`config.mk`:
```
export PLATFORM = sky130hd
export DESIGN_NAME = multiplier_sequential_flat
export DESIGN_NICKNAME = d
export VERILOG_FILES = /design/src/rtl/multiplier_sequential_pkg.sv /design/src/rtl/multiplier_sequential_if.sv /design/src/rtl/multiplier_sequential.sv /design/src/flat_wrapper.sv
export SDC_FILE = /design/constraint.sdc
export NUM_CORES = 1
export LEC_CHECK = 0
export ABC_AREA = 1
export CELL_PAD_IN_SITES_DETAIL_PLACEMENT = 1
export CELL_PAD_IN_SITES_GLOBAL_PLACEMENT = 1
export CORE_MARGIN = 2
export CORE_UTILIZATION = 41
export DETAILED_ROUTE_END_ITERATION = 8
export GPL_TIMING_DRIVEN = 1
export HOLD_SLACK_MARGIN = 0.08
export PLACE_DENSITY_LB_ADDON = 0.1
export SLEW_MARGIN = 10
export SYNTH_ARGS = -nofsm -noshare
export SYNTH_HDL_FRONTEND = slang
export SYNTH_SLANG_ARGS = --single-unit
```
`constraint.sdc`:
```
create_clock -name Clock_In -period 3.6 [get_ports Clock_In]
set_clock_uncertainty 0.1 [all_clocks]
set_input_delay 0.36 -clock Clock_In [delete_from_list [all_inputs] [get_ports Clock_In]]
set_output_delay 0.36 -clock Clock_In [all_outputs]
set_load 0.02 [all_outputs]
```
`src/rtl/multiplier_sequential_pkg.sv`:
```
// Shared types and helpers for the sequential shift-add multiplier.
// Holds the FSM state encoding, the default operand width and width-agnostic
// two's-complement helpers that callers size-cast down to their own width.
package multiplier_pkg;

    typedef enum logic [1:0] {
        IDLE = 2'd0,
        CALC = 2'd1,
        DONE = 2'd2
    } state_t;

    localparam int DEFAULT_WIDTH = 16;

    // Widest operand the helpers cover; products use twice this.
    localparam int MAX_W  = 64;
    localparam int MAX_PW = 2 * MAX_W;

    // Bit-counter width: enough to count 0..w-1, never narrower than one bit.
    function automatic int cnt_width(input int w);
        return (w > 2) ? $clog2(w) : 1;
    endfunction

    // Unsigned magnitude of a w-bit operand held zero-extended in val. Only the
    // low w bits of the return are meaningful; -2^(w-1) maps to 2^(w-1).
    function automatic logic [MAX_W-1:0] magnitude(input logic [MAX_W-1:0] val,
                                                   input int w,
                                                   input logic is_signed);
        if (is_signed && val[w-1])
            return ~val + 1'b1;
        return val;
    endfunction

    // Two's-complement negation; callers keep the low bits they need.
    function automatic logic [MAX_PW-1:0] negate(input logic [MAX_PW-1:0] val);
        return ~val + 1'b1;
    endfunction

endpackage

```
`src/rtl/multiplier_sequential_if.sv`:
```
// Operand/result handshake bundle for the sequential multiplier.
// slave = multiplier side, master = producer/consumer side.
// Widths follow the WIDTH parameter, which must match the attached multiplier.
interface multiplier_sequential_if
    import multiplier_pkg::*;
#(
    parameter int WIDTH = DEFAULT_WIDTH
);
    logic [WIDTH-1:0]   Data_A_In;
    logic [WIDTH-1:0]   Data_B_In;
    logic               Signed_Mode_In;
    logic               In_Valid_In;
    logic               In_Ready_Out;
    logic [2*WIDTH-1:0] Multiplied_Result_Out;
    logic               Out_Valid_Out;
    logic               Out_Ready_In;

    modport slave (
        input  Data_A_In,
        input  Data_B_In,
        input  Signed_Mode_In,
        input  In_Valid_In,
        input  Out_Ready_In,
        output In_Ready_Out,
        output Multiplied_Result_Out,
        output Out_Valid_Out
    );

    modport master (
        output Data_A_In,
        output Data_B_In,
        output Signed_Mode_In,
        output In_Valid_In,
        output Out_Ready_In,
        input  In_Ready_Out,
        input  Multiplied_Result_Out,
        input  Out_Valid_Out
    );

endinterface

```
`src/rtl/multiplier_sequential.sv`:
```
// Shift-add multiplier, signed or unsigned per operation, one operation in flight (WIDTH 2..64).
// Latency: WIDTH cycles from accept edge to Out_Valid_Out; one product per WIDTH+2 cycles at best.
// Backpressure: DONE holds result and valid until Out_Ready_In; operands are taken only in IDLE.
module multiplier_sequential
    import multiplier_pkg::*;
#(
    parameter int WIDTH = DEFAULT_WIDTH
)
(
    input  logic                   Clock_In,
    input  logic                   Reset_n_In,
    multiplier_sequential_if.slave bus
);

    localparam int PW = 2 * WIDTH;
    localparam int CW = cnt_width(WIDTH);

    state_t           state;
    logic [CW-1:0]    count;
    logic [WIDTH-1:0] mplier;
    logic [PW-1:0]    mcand;
    logic [PW-1:0]    acc;
    logic [PW-1:0]    result;
    logic             sign;
    logic             in_ready;
    logic             out_valid;

    logic [WIDTH-1:0] a_mag;
    logic [WIDTH-1:0] b_mag;
    logic [PW-1:0]    sum;

    // Operand magnitudes for the accept edge and the next partial sum.
    always_comb begin
        a_mag = WIDTH'(magnitude(MAX_W'(bus.Data_A_In), WIDTH, bus.Signed_Mode_In));
        b_mag = WIDTH'(magnitude(MAX_W'(bus.Data_B_In), WIDTH, bus.Signed_Mode_In));
        sum   = acc + (mplier[0] ? mcand : '0);
    end

    // Control FSM and datapath; handshake outputs are registered so they never
    // depend combinationally on In_Valid_In or Out_Ready_In.
    always_ff @(posedge Clock_In) begin
        if (!Reset_n_In) begin
            state     <= IDLE;
            count     <= '0;
            mplier    <= '0;
            mcand     <= '0;
            acc       <= '0;
            result    <= '0;
            sign      <= 1'b0;
            in_ready  <= 1'b1;
            out_valid <= 1'b0;
        end else begin
            case (state)
                IDLE: begin
                    if (bus.In_Valid_In) begin
                        mcand    <= PW'(a_mag);
                        mplier   <= b_mag;
                        sign     <= bus.Signed_Mode_In &
                                    (bus.Data_A_In[WIDTH-1] ^ bus.Data_B_In[WIDTH-1]);
                        acc      <= '0;
                        count    <= '0;
                        in_ready <= 1'b0;
                        state    <= CALC;
                    end
                end
                CALC: begin
                    // Fixed WIDTH iterations: no early exit on a zero multiplier.
                    acc    <= sum;
                    mcand  <= mcand << 1;
                    mplier <= mplier >> 1;
                    count  <= count + 1'b1;
                    if (count == CW'(WIDTH - 1)) begin
                        result    <= sign ? PW'(negate(MAX_PW'(sum))) : sum;
                        out_valid <= 1'b1;
                        state     <= DONE;
                    end
                end
                DONE: begin
                    if (bus.Out_Ready_In) begin
                        out_valid <= 1'b0;
                        in_ready  <= 1'b1;
                        state     <= IDLE;
                    end
                end
                default: begin
                    out_valid <= 1'b0;
                    in_ready  <= 1'b1;
                    state     <= IDLE;
                end
            endcase
        end
    end

    assign bus.In_Ready_Out          = in_ready;
    assign bus.Out_Valid_Out         = out_valid;
    assign bus.Multiplied_Result_Out = result;

endmodule

```
`src/flat_wrapper.sv`:
```
// flat-port wrapper written by rule: the top's interface ports become plain ports
module multiplier_sequential_flat import multiplier_pkg::*;
#(
    parameter int WIDTH = DEFAULT_WIDTH
)
  (Clock_In, Reset_n_In, bus_Data_A_In, bus_Data_B_In, bus_Signed_Mode_In, bus_In_Valid_In, bus_Out_Ready_In, bus_In_Ready_Out, bus_Multiplied_Result_Out, bus_Out_Valid_Out);
  multiplier_sequential_if #(.WIDTH(WIDTH)) bus_i ();
  input  logic Clock_In;
  input  logic Reset_n_In;
  input wire logic [$bits(bus_i.Data_A_In)-1:0] bus_Data_A_In;
  input wire logic [$bits(bus_i.Data_B_In)-1:0] bus_Data_B_In;
  input wire logic [$bits(bus_i.Signed_Mode_In)-1:0] bus_Signed_Mode_In;
  input wire logic [$bits(bus_i.In_Valid_In)-1:0] bus_In_Valid_In;
  input wire logic [$bits(bus_i.Out_Ready_In)-1:0] bus_Out_Ready_In;
  output wire logic [$bits(bus_i.In_Ready_Out)-1:0] bus_In_Ready_Out;
  output wire logic [$bits(bus_i.Multiplied_Result_Out)-1:0] bus_Multiplied_Result_Out;
  output wire logic [$bits(bus_i.Out_Valid_Out)-1:0] bus_Out_Valid_Out;
  assign bus_i.Data_A_In = bus_Data_A_In;
  assign bus_i.Data_B_In = bus_Data_B_In;
  assign bus_i.Signed_Mode_In = bus_Signed_Mode_In;
  assign bus_i.In_Valid_In = bus_In_Valid_In;
  assign bus_i.Out_Ready_In = bus_Out_Ready_In;
  assign bus_In_Ready_Out = bus_i.In_Ready_Out;
  assign bus_Multiplied_Result_Out = bus_i.Multiplied_Result_Out;
  assign bus_Out_Valid_Out = bus_i.Out_Valid_Out;
  multiplier_sequential #(.WIDTH(WIDTH)) u_core (.Clock_In(Clock_In), .Reset_n_In(Reset_n_In), .bus(bus_i));
endmodule
```
; ---- Word-level counts from Yosys, hierarchy flattened
; Cells that the tools add are included.
; W data, S select, Z words.
[totals]
wordCells = 63
register_bits = 121
in_bits = 37
output_inout_bits = 34
[classes]
n_eq_ne = 6
muxes = 26
bitwise_logic = 7
n_reduce_logical = 10
n_addsub = 5
[ops]
columns = op, n
row1 = $mux W32, 4
row2 = $pmux W32 S2, 2
row3 = $mux W16, 5
row4 = $add A16 B1 Y16 const B, 2
row5 = $add A32 B1 Y32 const B, 1
row6 = $add A32 B32 Y32, 1
row7 = $not A16 Y16, 2
row8 = $not A32 Y32, 1
row9 = $pmux W16 S2, 1
row10 = $reduce_and A3 Y1, 3
row11 = $pmux W4 S2, 1
row12 = $mux W1, 6
row13 = $mux W2, 3
row14 = $pmux W1 S3, 2
row15 = $pmux W2 S3, 1
row16 = $reduce_and A2 Y1, 3
row17 = $add A4 B1 Y4 const B, 1
row18 = $eq A4 B4 Y1 const B, 1
row19 = $mux W4, 1
row20 = $ne A2 B2 Y1 const B, 2
row21 = $eq A2 B1 Y1 const B, 1
row22 = $eq A2 B2 Y1 const B, 1
row23 = $logic_and A1 B1 Y1, 2
row24 = $logic_not A2 Y1, 1
row25 = 5 further kinds, 6

; ---- Depth between registers and ports, before layout
; Gate-level depths: netlist of run 1.
[logic_depth]
word_depth = 6
depth_mapped = 25
mapped_depth_nobuf = 23

; ---- Least setup slack after synthesis of run 1
; OpenSTA, ideal clock, no wires.
[synth_path]
path_kind = reg-to-reg
from = register u_core.mplier[0]
to = register u_core.result[26] (netlist: u_core.bus.Multiplied_Result_Out[26])
slack_ps = 519
path_buffers = 2
stages_incl_launch_ff = 22
arrival_time_ps = 2872
setup_ps = 109
period_less_slack_ps = 3081
required_time_ps = 3391
path_cell_list = dfxtp_1 clkbuf_1 clkbuf_1 nand2_1 inv_1 ha_1 fa_1 inv_1 ha_1 nand4_1 nor2_2 nand2_2 nor2_4 nand2_2 nor2_4 nand3_2 nand2_4 nand2_1 nand2_1 nand3_1 nand2_1 inv_1
[synth_between]
elab_chain_len = 5
[synth_rtl]
columns = element, line
row1 = start: declaration, multiplier_sequential.sv:20  ; logic [WIDTH-1:0] mplier;
row2 = start signal: assignment, multiplier_sequential.sv:57  ; mplier <= b_mag;
row3 = start signal: assignment, multiplier_sequential.sv:70  ; mplier <= mplier >> 1;
row4 = $mux W32 *, multiplier_sequential.sv:36  ; sum = acc + (mplier[0] ? mcand : '0);
row5 = $add A32 B32 Y32 *, multiplier_sequential.sv:36
row6 = $not A32 Y32, multiplier_sequential_pkg.sv:35  ; return ~val + 1'b1;
row7 = $add A32 B1 Y32, multiplier_sequential_pkg.sv:35
row8 = $mux W32 *, multiplier_sequential.sv:73  ; result <= sign ? PW'(negate(MAX_PW'(sum))) : sum;
row9 = end signal: assignment, multiplier_sequential.sv:73
row10 = end: declaration, multiplier_sequential.sv:23  ; logic [PW-1:0] result;
; Mark *: on every way between the ends. The rest lies on a longest branch, timed or not.
; A chain may end at the register's enable or synchronous reset.

; ---- Worst setup path after layout of run 1
; Ends and elaborated chain as after synthesis.

==> results of run 1 <==
-- power breakdown --
part / total [mW] / internal (mW) / switching, mW
logic: 0.472 / 0.165 / 0.307
clock network: 1.82 / 1.05 / 0.769
registers: 1.40 / 1.37 / 0.0247
-- routing by layer --
metal / vias to the layer above / track usage (%)
li1: 4811 / -
met1: 4470 / 28.1
met2: 101 / 50.6
met3: 46 / 3.58
met4: 0 / 10.3
met5: - / 0
-- kinds of logic (layout without fill, tap and decap cells) --
family          count (synthesis)  count (layout)  share of synthesized area (%)
buf+inv                       282             344                           12.1
flops                         121             121                           27.3
simple gates                  838             838                           41.3
compound gates                202             202                           12.6
fa+ha+maj                      36              36                           5.17
xor+xnor                       15              15                           1.48
-- worst max-delay path, delay by kind of cell, from the launching register on --
family                   cells  cell delay [ps]
AND/OR/NAND/NOR             17             1900
adder cells (fa/ha/maj)      1              400
flip-flops                   1              350
buffers and inverters        3              260
-- flip-flops by register name, summed over array words and instances (netlist names) --
register / count
u_core.bus.Multiplied_Result_Out: 32
u_core.mplier: 16
u_core.bus.Out_Valid_Out: 1
u_core.bus.In_Ready_Out: 1
u_core.count: 4
u_core.sign: 1
u_core.state: 2
u_core.acc: 32
u_core.mcand: 32
-- synth_stat cells (2+ instances only) --
master,count
nor2_2,12
nor3_1,11
ha_1,35
nand4_2,2
or2_2,3
inv_1,222
o21bai_1,3
nand3_2,14
a211oi_1,2
a21oi_1,100
clkbuf_1,41
xnor2_1,3
buf_1,4
a21oi_2,2
inv_2,8
xor2_1,12
nor2_1,95
nand3b_1,10
o221ai_1,4
o21ai_0,46
nor2_4,8
dfxtp_1,121
nand3_1,87
nand2_2,32
buf_2,3
nand2_4,3
nand4_1,15
o21ai_1,3
nand2_1,541
a31oi_1,34
-- how the worst min path moves through the flow --
stage,to,slack (ps),cells past startpoint
CTS,u_core.bus.In_Ready_Out,360,2
global placement,u_core.bus.In_Ready_Out,340,2
floorplan,u_core.mcand[31],340,2
global route,u_core.bus.In_Ready_Out,380,2
finish,u_core.bus.In_Ready_Out,350,2
detailed placement,u_core.bus.In_Ready_Out,340,2
-- cell type report --
class	instances	area, um^2
Fill cell	2973	10700
Clock buffer	17	425
Inverter	232	872
Clock inverter	15	179
Timing Repair Buffer	80	826
Sequential cell	121	2420
Multi-Input combinational cell	1091	5390
Tap cell	275	344
==> results.sh, run 1 <==
export IMPL_ir_drop_v=0.000227
export IMPL_synth_area_leaders="dfxtp_1 27%, nand2_1 23%, inv_1 9.4%"
export IMPL_cts_sinks=121
export IMPL_highest_layer="met4"
export IMPL_cts_tree="yes"
export IMPL_syn_inst=1494
export IMPL_seq_area_frac_synth_pct=27.3
export IMPL_htreeDepth=4
export IMPL_r2r_slack_ps=480
export IMPL_ioPinCount=71
export IMPL_crit_fanout=30
export IMPL_cp_common_cell="nand2_1"
export IMPL_dp_hpwl_um=22200
export IMPL_hp_start="u_core.bus.In_Ready_Out"
export IMPL_grt_overflow=0
export IMPL_detail_route_vias_per_cell=5.15
export IMPL_grt_first_pass_wirelength_um=46700
export IMPL_fmax_mhz=321
export IMPL_core_area_um2=21200
export IMPL_die_area_um2=22800
export IMPL_antenna_left=0
export IMPL_placed_cell_area_um2=9850
export IMPL_crit_path_start_kind="register"
export IMPL_cp_data_required_time_ps=3840
export IMPL_fin_area_um2=10500
export IMPL_final_setup_tns_ps=0
export IMPL_synth_seq_cells=121
export IMPL_nets=1616
export IMPL_relSlewSlack_pct=62.7
export IMPL_area_growth_pct=18.0
export IMPL_maxCapViolCount=0
export IMPL_synth_warnings=0
export IMPL_grt_max_degree=71
export IMPL_die_h_um=151
export IMPL_power_mw=3.69
export IMPL_slowest_delay_ps=400
export IMPL_setup_ws_ps=482
export IMPL_antenna_found_initial=0
export IMPL_grt_setup_unrepaired="false"
export IMPL_cp_slowest_cell="ha_1"
export IMPL_period_minus_slack_ps=3120
export IMPL_layout_commonest_cell="nand2_1"
export IMPL_final_util_pct=49.4
export IMPL_syn_area_um2=8860
export IMPL_crit_type="register to register"
export IMPL_r2r_end="u_core.bus.Multiplied_Result_Out[26]"
export IMPL_cts_repair_resized=0
export IMPL_place_gp_congestion=0.913
export IMPL_synth_flop_cell="dfxtp_1"
export IMPL_clk_path_buf_depth=2
export IMPL_avgSynthCellArea_um2=5.93
export IMPL_root_buffer="clkbuf_16"
export IMPL_dpl_worst_slack_ps=499
export IMPL_drv_slew=0
export IMPL_dr_pass1_iters=5
export IMPL_clk_latency_ps=440
export IMPL_hold_viol_final=0
export IMPL_clkTransAtPathRegs_ps=70
export IMPL_crit_chain="buf_12 > nand2_1 > inv_1 > ha_1 > nand2_2 > nor2_2 > nand3_1 > nand3_2 > nand2_1 > nand2_1 > nand2_1 > nand2_1 > nand2_1 > nor2_2 > nand3_2 > nand2_4 > nand2_1 > nand2_1 > nand3_1 > nand2_1 > inv_1"
export IMPL_grt_usage_pct=26.0
export IMPL_end_kind="register"
export IMPL_io_buffers=70
export IMPL_wl_per_cell_um=15.8
export IMPL_layoutNonFillerInstCount=1831
export IMPL_finalSetupViolCount=0
export IMPL_drc=0
export IMPL_cts_inserted_buffers=17
export IMPL_routed_wl_um=28800
export IMPL_synth_edf_count=0
export IMPL_wirelength_met1_um=12200
export IMPL_ctsHoldBuffers=0
export IMPL_min_period_over_period_pct=86.6
export IMPL_drive_above_1_share_pct=8.48
export IMPL_yosys_area_top_type="dfxtp_1"
export IMPL_final_cell_mix="541 x nand2_1, 222 x inv_1, 121 x dfxtp_1"
export IMPL_met2_length_um=15400
export IMPL_drt_iter0_drc=396
export IMPL_grt_pass1_vias=9623
export IMPL_crit_start="u_core.mplier[0]"
export IMPL_cp_arrival_ps=3360
export IMPL_synth_top_area_share_pct=27.3
export IMPL_hold_class="register to register"
export IMPL_r2r_start="u_core.mplier[0]"
export IMPL_diodes=0
export IMPL_wl_met3_um=458
export IMPL_cp_endpoint="u_core.bus.Multiplied_Result_Out[26]"
export IMPL_initial_core_util_pct=41.9
export IMPL_syn_nets=1567
export IMPL_placedCellCount=1799
export IMPL_worstMarginPinSlew_ps=560
export IMPL_holdWs_ps=355
export IMPL_p_leak_nw=5.22
export IMPL_row_count=53
export IMPL_post_cts_buffers=0
export IMPL_async_flop_share_pct=0
export IMPL_die_w_um=151
export IMPL_p_per_area_nw_per_um2=353
export IMPL_status="completed"
export IMPL_reg2regPathDepth=21
export IMPL_vias=9428
export IMPL_ys_types=48
Power figures use the tool's default switching activity.
==> run 2, diff against run 1 <==
--- a/config.mk
+++ b/config.mk
@@ -5,15 +5,15 @@
 export SDC_FILE = /design/constraint.sdc
 export NUM_CORES = 1
 export LEC_CHECK = 0
-export ABC_AREA = 1
 export CELL_PAD_IN_SITES_DETAIL_PLACEMENT = 1
 export CELL_PAD_IN_SITES_GLOBAL_PLACEMENT = 1
 export CORE_MARGIN = 2
-export CORE_UTILIZATION = 41
+export CORE_UTILIZATION = 43
 export DETAILED_ROUTE_END_ITERATION = 8
 export GPL_TIMING_DRIVEN = 1
 export HOLD_SLACK_MARGIN = 0.08
 export PLACE_DENSITY_LB_ADDON = 0.1
+export SKIP_LAST_GASP = 1
 export SLEW_MARGIN = 10
 export SYNTH_ARGS = -nofsm -noshare
 export SYNTH_HDL_FRONTEND = slang
==> results.sh, run 2 <==
export IMPL_seq_area_frac_synth_pct=30.9
export IMPL_placedCellCount=1446
export IMPL_cp_slowest_cell="or4_4"
export IMPL_layout_commonest_cell="buf_4"
export IMPL_grt_setup_unrepaired="true"
export IMPL_die_w_um=139
export IMPL_ys_types=69
export IMPL_synth_top_area_share_pct=30.9
export IMPL_die_area_um2=19300
export IMPL_drive_above_1_share_pct=26.7
export IMPL_wl_per_cell_um=24.1
export IMPL_die_h_um=139
export IMPL_power_mw=3.82
export IMPL_dp_hpwl_um=20900
export IMPL_grt_max_degree=71
export IMPL_crit_chain="and2_1 > ha_1 > o211ai_1 > o211ai_1 > a211oi_1 > buf_4 > o21ai_0 > a32oi_1 > or4_4 > nor3_4 > buf_4 > a31oi_1 > xnor2_1 > a21oi_2"
export IMPL_crit_type="register to register"
export IMPL_antenna_left=0
export IMPL_wirelength_met1_um=13600
export IMPL_r2r_start="u_core.mplier[0]"
export IMPL_layoutNonFillerInstCount=1508
export IMPL_highest_layer="met4"
export IMPL_worstMarginPinSlew_ps=1600
export IMPL_initial_core_util_pct=43.8
export IMPL_cts_tree="yes"
export IMPL_placed_cell_area_um2=9950
export IMPL_crit_buf_inv=2
export IMPL_synth_area_leaders="dfxtp_1 31%, a21oi_1 8.1%, nand2_1 6.5%"
export IMPL_cp_arrival_ps=4720
export IMPL_grt_pass1_vias=9454
export IMPL_end_kind="register"
export IMPL_synth_seq_cells=121
export IMPL_period_minus_slack_ps=4520
export IMPL_vias=9552
export IMPL_ir_drop_v=0.000319
export IMPL_synth_flop_cell="dfxtp_1"
export IMPL_area_growth_pct=45.8
export IMPL_final_cell_mix="186 x buf_4, 134 x nand2_1, 120 x dfxtp_1"
export IMPL_drc=0
export IMPL_root_buffer="clkbuf_16"
export IMPL_drv_slew=22
export IMPL_clkTransAtPathRegs_ps=60
export IMPL_row_count=49
export IMPL_holdPathStages=2
export IMPL_avgSynthCellArea_um2=7.53
export IMPL_diodes=0
export IMPL_detail_route_vias_per_cell=6.33
export IMPL_setup_ws_ps=-922
export IMPL_nets=1340
export IMPL_cts_inserted_buffers=17
export IMPL_worst_path_stages=14
export IMPL_fin_area_um2=11400
export IMPL_synth_most_common_cell="nand2_1"
export IMPL_p_leak_nw=4.58
export IMPL_grt_first_pass_wirelength_um=49700
export IMPL_min_period_over_period_pct=126
export IMPL_met2_length_um=18000
export IMPL_crit_fanout=8
export IMPL_syn_nets=1113
export IMPL_hp_start="u_core.mplier[3]"
export IMPL_crit_family="compound AO/OA/AOI/OAI gates"
export IMPL_yosys_area_top_type="dfxtp_1"
export IMPL_synth_common_cells="136 x nand2_1, 127 x a21oi_1, 121 x dfxtp_1, 83 x nor2_1, 62 x nand3_1"
export IMPL_cp_data_required_time_ps=3790
export IMPL_maxCapViolCount=1
export IMPL_synth_edf_count=0
export IMPL_reg2regPathDepth=14
export IMPL_fillCellCount=2123
export IMPL_ioPinCount=71
export IMPL_violations="max-capacitance violations, max-slew violations, negative setup slack"
export IMPL_grt_usage_pct=31.8
export IMPL_drt_iter0_drc=759
export IMPL_dr_pass1_iters=5
export IMPL_hold_viol_final=0
export IMPL_core_area_um2=17900
export IMPL_finalSetupViolCount=27
export IMPL_r2r_end="u_core.bus.Multiplied_Result_Out[29]"
export IMPL_synth_warnings=0
export IMPL_fmax_mhz=221
export IMPL_cts_sinks=121
export IMPL_grt_overflow=0
export IMPL_syn_area_um2=7830
export IMPL_syn_inst=1040
export IMPL_htreeDepth=4
export IMPL_r2r_slack_ps=-920
export IMPL_crit_start="u_core.mplier[0]"
export IMPL_status="finished with violations"
export IMPL_relSlewSlack_pct=-7.10
export IMPL_io_buffers=70
export IMPL_routed_wl_um=36300
export IMPL_slowest_delay_ps=630
export IMPL_place_gp_congestion=0.941
export IMPL_clk_latency_ps=450
export IMPL_min_to="u_core.mplier[2]"
export IMPL_crit_path_start_kind="register"
export IMPL_p_per_area_nw_per_um2=334
export IMPL_antenna_found_initial=0
export IMPL_hold_class="register to register"
export IMPL_async_flop_share_pct=0
export IMPL_wl_met3_um=2160
export IMPL_clk_path_buf_depth=2
## run 2: cell type report
type,count,area (um^2),area share [%]
clock buffer,19,443,3.88
clock inverter,12,141,1.24
inverter,13,50.0,0.438
multi-input combinational,842,5790,50.7
sequential,121,2430,21.2
tap,229,287,2.51
timing repair buffer,272,2290,20.0
## run 2: repair_timing
item,in CTS,in global routing
pin swaps,39,46
setup endpoints to repair,20,27
hold buffers,0,0
buffers inserted,21,15
resized for setup,55,78
## run 2: worst max-delay path by stage
stage | to
global route | u_core.bus.Multiplied_Result_Out[29]
CTS | u_core.bus.Multiplied_Result_Out[31]
floorplan | u_core.bus.Multiplied_Result_Out[31]
finish | u_core.bus.Multiplied_Result_Out[29]
detailed placement | u_core.bus.Multiplied_Result_Out[31]
global placement | u_core.bus.Multiplied_Result_Out[31]
## run 2: kinds of logic (layout without fill, tap and decap cells)
group           count (synthesis)  after routing  share of synthesized area (%)
compound gates                321            321                           25.9
xor+xnor                       74             74                           8.27
fa+ha+maj                      36             36                           5.85
buf+inv                        77            316                           3.79
flops                         121            121                           30.9
mux                             4              4                          0.543
simple gates                  407            407                           24.8
## run 2: metrics by stage
stage	util, %	TNS, ps	setup slack (ps)	hold WS, ps
floorplan	-	-1900	-561	332
global placement	55.6	-5160	-534	343
detailed placement	55.6	-7020	-640	360
CTS	61.1	-8270	-628	360
global route	63.8	-14930	-980	388
finish	63.8	-12670	-922	359
## run 2: routing by layer
layer  up-vias  global-route usage (%)
met5         -                       0
met4         0                    17.1
met3       198                    5.04
met2       477                    58.1
met1      4676                    35.3
li1       4201                       -
## run 2: power by group
part | leakage [nW] | internal (mW) | switching, mW | total, mW
Clock | 0.274 | 1.04 | 0.744 | 1.79
Sequential | 0.981 | 1.37 | 0.0287 | 1.40
Combinational | 3.32 | 0.278 | 0.354 | 0.632
## run 2: worst reg2reg max path: stages (launching register included)
cell and delay [ps]:
dfxtp_4 370, and2_1 180, ha_1 410, o211ai_1 200, o211ai_1 500, a211oi_1 190
buf_4 190, o21ai_0 300, a32oi_1 240, or4_4 630, nor3_4 260, buf_4 150
a31oi_1 140, xnor2_1 380, a21oi_2 140
==> run 3, diff against run 2 <==
--- a/config.mk
+++ b/config.mk
@@ -7,7 +7,6 @@
 export LEC_CHECK = 0
 export CELL_PAD_IN_SITES_DETAIL_PLACEMENT = 1
 export CELL_PAD_IN_SITES_GLOBAL_PLACEMENT = 1
-export CORE_MARGIN = 2
 export CORE_UTILIZATION = 43
 export DETAILED_ROUTE_END_ITERATION = 8
 export GPL_TIMING_DRIVEN = 1
==> results.sh, run 3 (synthesis gave the netlist of run 2 again) <==
export IMPL_p_int_mw=2.64
export IMPL_grt_usage_pct=38.1
export IMPL_grt_setup_unrepaired="true"
export IMPL_worstMarginPinSlew_ps=1330
export IMPL_cts_tree="yes"
export IMPL_slowest_delay_ps=1140
export IMPL_power_mw=3.90
export IMPL_setup_ws_ps=-1890
export IMPL_cp_arrival_ps=5780
export IMPL_drive_above_1_share_pct=28.7
export IMPL_crit_family="simple AND/OR/NAND/NOR gates"
export IMPL_drv_slew=0
export IMPL_htreeDepth=4
export IMPL_vias=10700
export IMPL_grt_max_degree=55
export IMPL_power_frac_clock_pct=47.1
export IMPL_final_cell_mix="188 x buf_4, 133 x nand2_1, 120 x dfxtp_1"
export IMPL_end_kind="register"
export IMPL_cts_sinks=121
export IMPL_clk_path_buf_depth=2
export IMPL_p_leak_nw=4.60
export IMPL_layout_commonest_cell="buf_4"
export IMPL_violations="design-rule violations, negative setup slack"
export IMPL_place_gp_congestion=0.936
export IMPL_cp_data_required_time_ps=3890
export IMPL_root_buffer="clkbuf_16"
export IMPL_worst_path_stages=15
export IMPL_wl_per_cell_um=31.4
export IMPL_maxCapViolCount=0
export IMPL_die_h_um=137
export IMPL_dr_pass1_iters=9
export IMPL_power_share_sequential_pct=36.0
export IMPL_ir_drop_v=0.000386
export IMPL_comb_power_share_pct=16.9
export IMPL_relSlewSlack_pct=10.8
export IMPL_holdPathStages=2
export IMPL_dpl_worst_slack_ps=-628
export IMPL_dp_hpwl_um=21300
export IMPL_crit_chain="buf_2 > buf_6 > and2_1 > ha_1 > and2_1 > o31a_1 > nor4_1 > a211o_1 > nor3_1 > or4_4 > nor3_4 > nand3_2 > buf_4 > nor4_1 > or3b_1"
export IMPL_cp_slowest_cell="nor4_1"
export IMPL_io_buffers=70
export IMPL_initial_core_util_pct=44.7
export IMPL_ctsHoldBuffers=0
export IMPL_hold_viol_final=0
export IMPL_p_sw_mw=1.26
export IMPL_cts_inserted_buffers=17
export IMPL_fin_area_um2=11700
export IMPL_placed_cell_area_um2=10000
export IMPL_switching_share_pct=32.3
export IMPL_fmax_mhz=182
export IMPL_grt_first_pass_wirelength_um=54100
export IMPL_nets=1340
export IMPL_antenna_found_initial=7
export IMPL_reg2regPathDepth=15
export IMPL_die_area_um2=18800
export IMPL_clkTransAtPathRegs_ps=70
export IMPL_core_area_um2=17500
export IMPL_grt_pass1_vias=9795
export IMPL_p_per_area_nw_per_um2=334
export IMPL_clk_latency_ps=470
export IMPL_antenna_left=0
export IMPL_ioPinCount=71
export IMPL_hold_class="register to register"
export IMPL_min_period_over_period_pct=152
export IMPL_detail_route_vias_per_cell=7.07
export IMPL_grt_overflow=0
export IMPL_row_count=48
export IMPL_crit_type="register to register"
export IMPL_die_w_um=137
export IMPL_crit_path_start_kind="register"
export IMPL_status="finished with violations"
export IMPL_area_growth_pct=48.8
export IMPL_routed_wl_um=47400
export IMPL_drt_iter0_drc=1486
export IMPL_crit_buf_inv=3
export IMPL_finalSetupViolCount=33
export IMPL_crit_fanout=14
export IMPL_period_minus_slack_ps=5490
export IMPL_final_util_pct=66.5
export IMPL_drc=10
==> run 3: cell types whose count changed in the layout (fill, tap and decap cells not counted), moves of 4 or more <==
cell,delta
buf_6,-4
and2_4,+5
ha_1,-8
and2_1,-5
diode_2,+4
o21ai_2,+4
o21ai_0,-5
ha_4,+9
==> run 3: power groups by stage <==
stage	clock [mW]	sequential, mW	combinational (mW)
after global routing	1.88	1.40	0.682
after floorplan	0	1.42	0.265
final	1.84	1.40	0.660
after detailed placement	0	1.43	0.483
after CTS	1.76	1.40	0.542
after global placement	0	1.42	0.470
==> run 3: timing repair <==
item,in CTS,in global routing
setup buffers,17,11
setup endpoints to repair,23,31
cloned,1,0
resized for setup,59,107
pin swaps,38,58
==> run 3: per-layer routing <==
metal	up-vias	wire, um	global-route usage (%)	part of all wire [%]
met5	-	249	1.67	0.52
met4	10	4530	23.2	9.5
met3	445	6110	9.85	13
met2	958	20200	64.8	43
met1	5044	16300	42.4	34
li1	4209	-	-	-
==> run 3: final timing paths <==
check | slack, ps | start | to
worst max-delay path | -1890 | u_core.mplier[0] | u_core.bus.Multiplied_Result_Out[31]
worst min-delay path | 370 | u_core.mplier[3] | u_core.mplier[2]
worst max register to register | -1890 | u_core.mplier[0] | u_core.bus.Multiplied_Result_Out[31]
worst min register to register | 370 | u_core.mplier[3] | u_core.mplier[2]
==> run 3: per-stage QoR <==
step / setup TNS (ps) / hold slack, ps / cells
floorplan: -1900 / 332 / 1040
global placement: -4340 / 342 / 1449
detailed placement: -6410 / 354 / 1449
CTS: -7360 / 366 / 1498
global route: -26760 / 389 / 1509
finish: -25820 / 365 / 1509
==> run 3: area by class of cell <==
class                      instances  area [um^2]
sequential                       121         2430
antenna                            4         10.0
multi-input combinational        842         6030
fill                            2028         5880
timing repair buffer             272         2270
inverter                          13         50.0
clock buffer                      18          439
tap                              225          282
clock inverter                    14          156
==> run 3: tightest hold or removal path, delay by kind of cell (launching register included) <==
| family | cells | cell delay [ps] |
|---|---|---|
| simple gates | 1 | 50 |
| flops | 1 | 320 |
| compound gates | 1 | 50 |
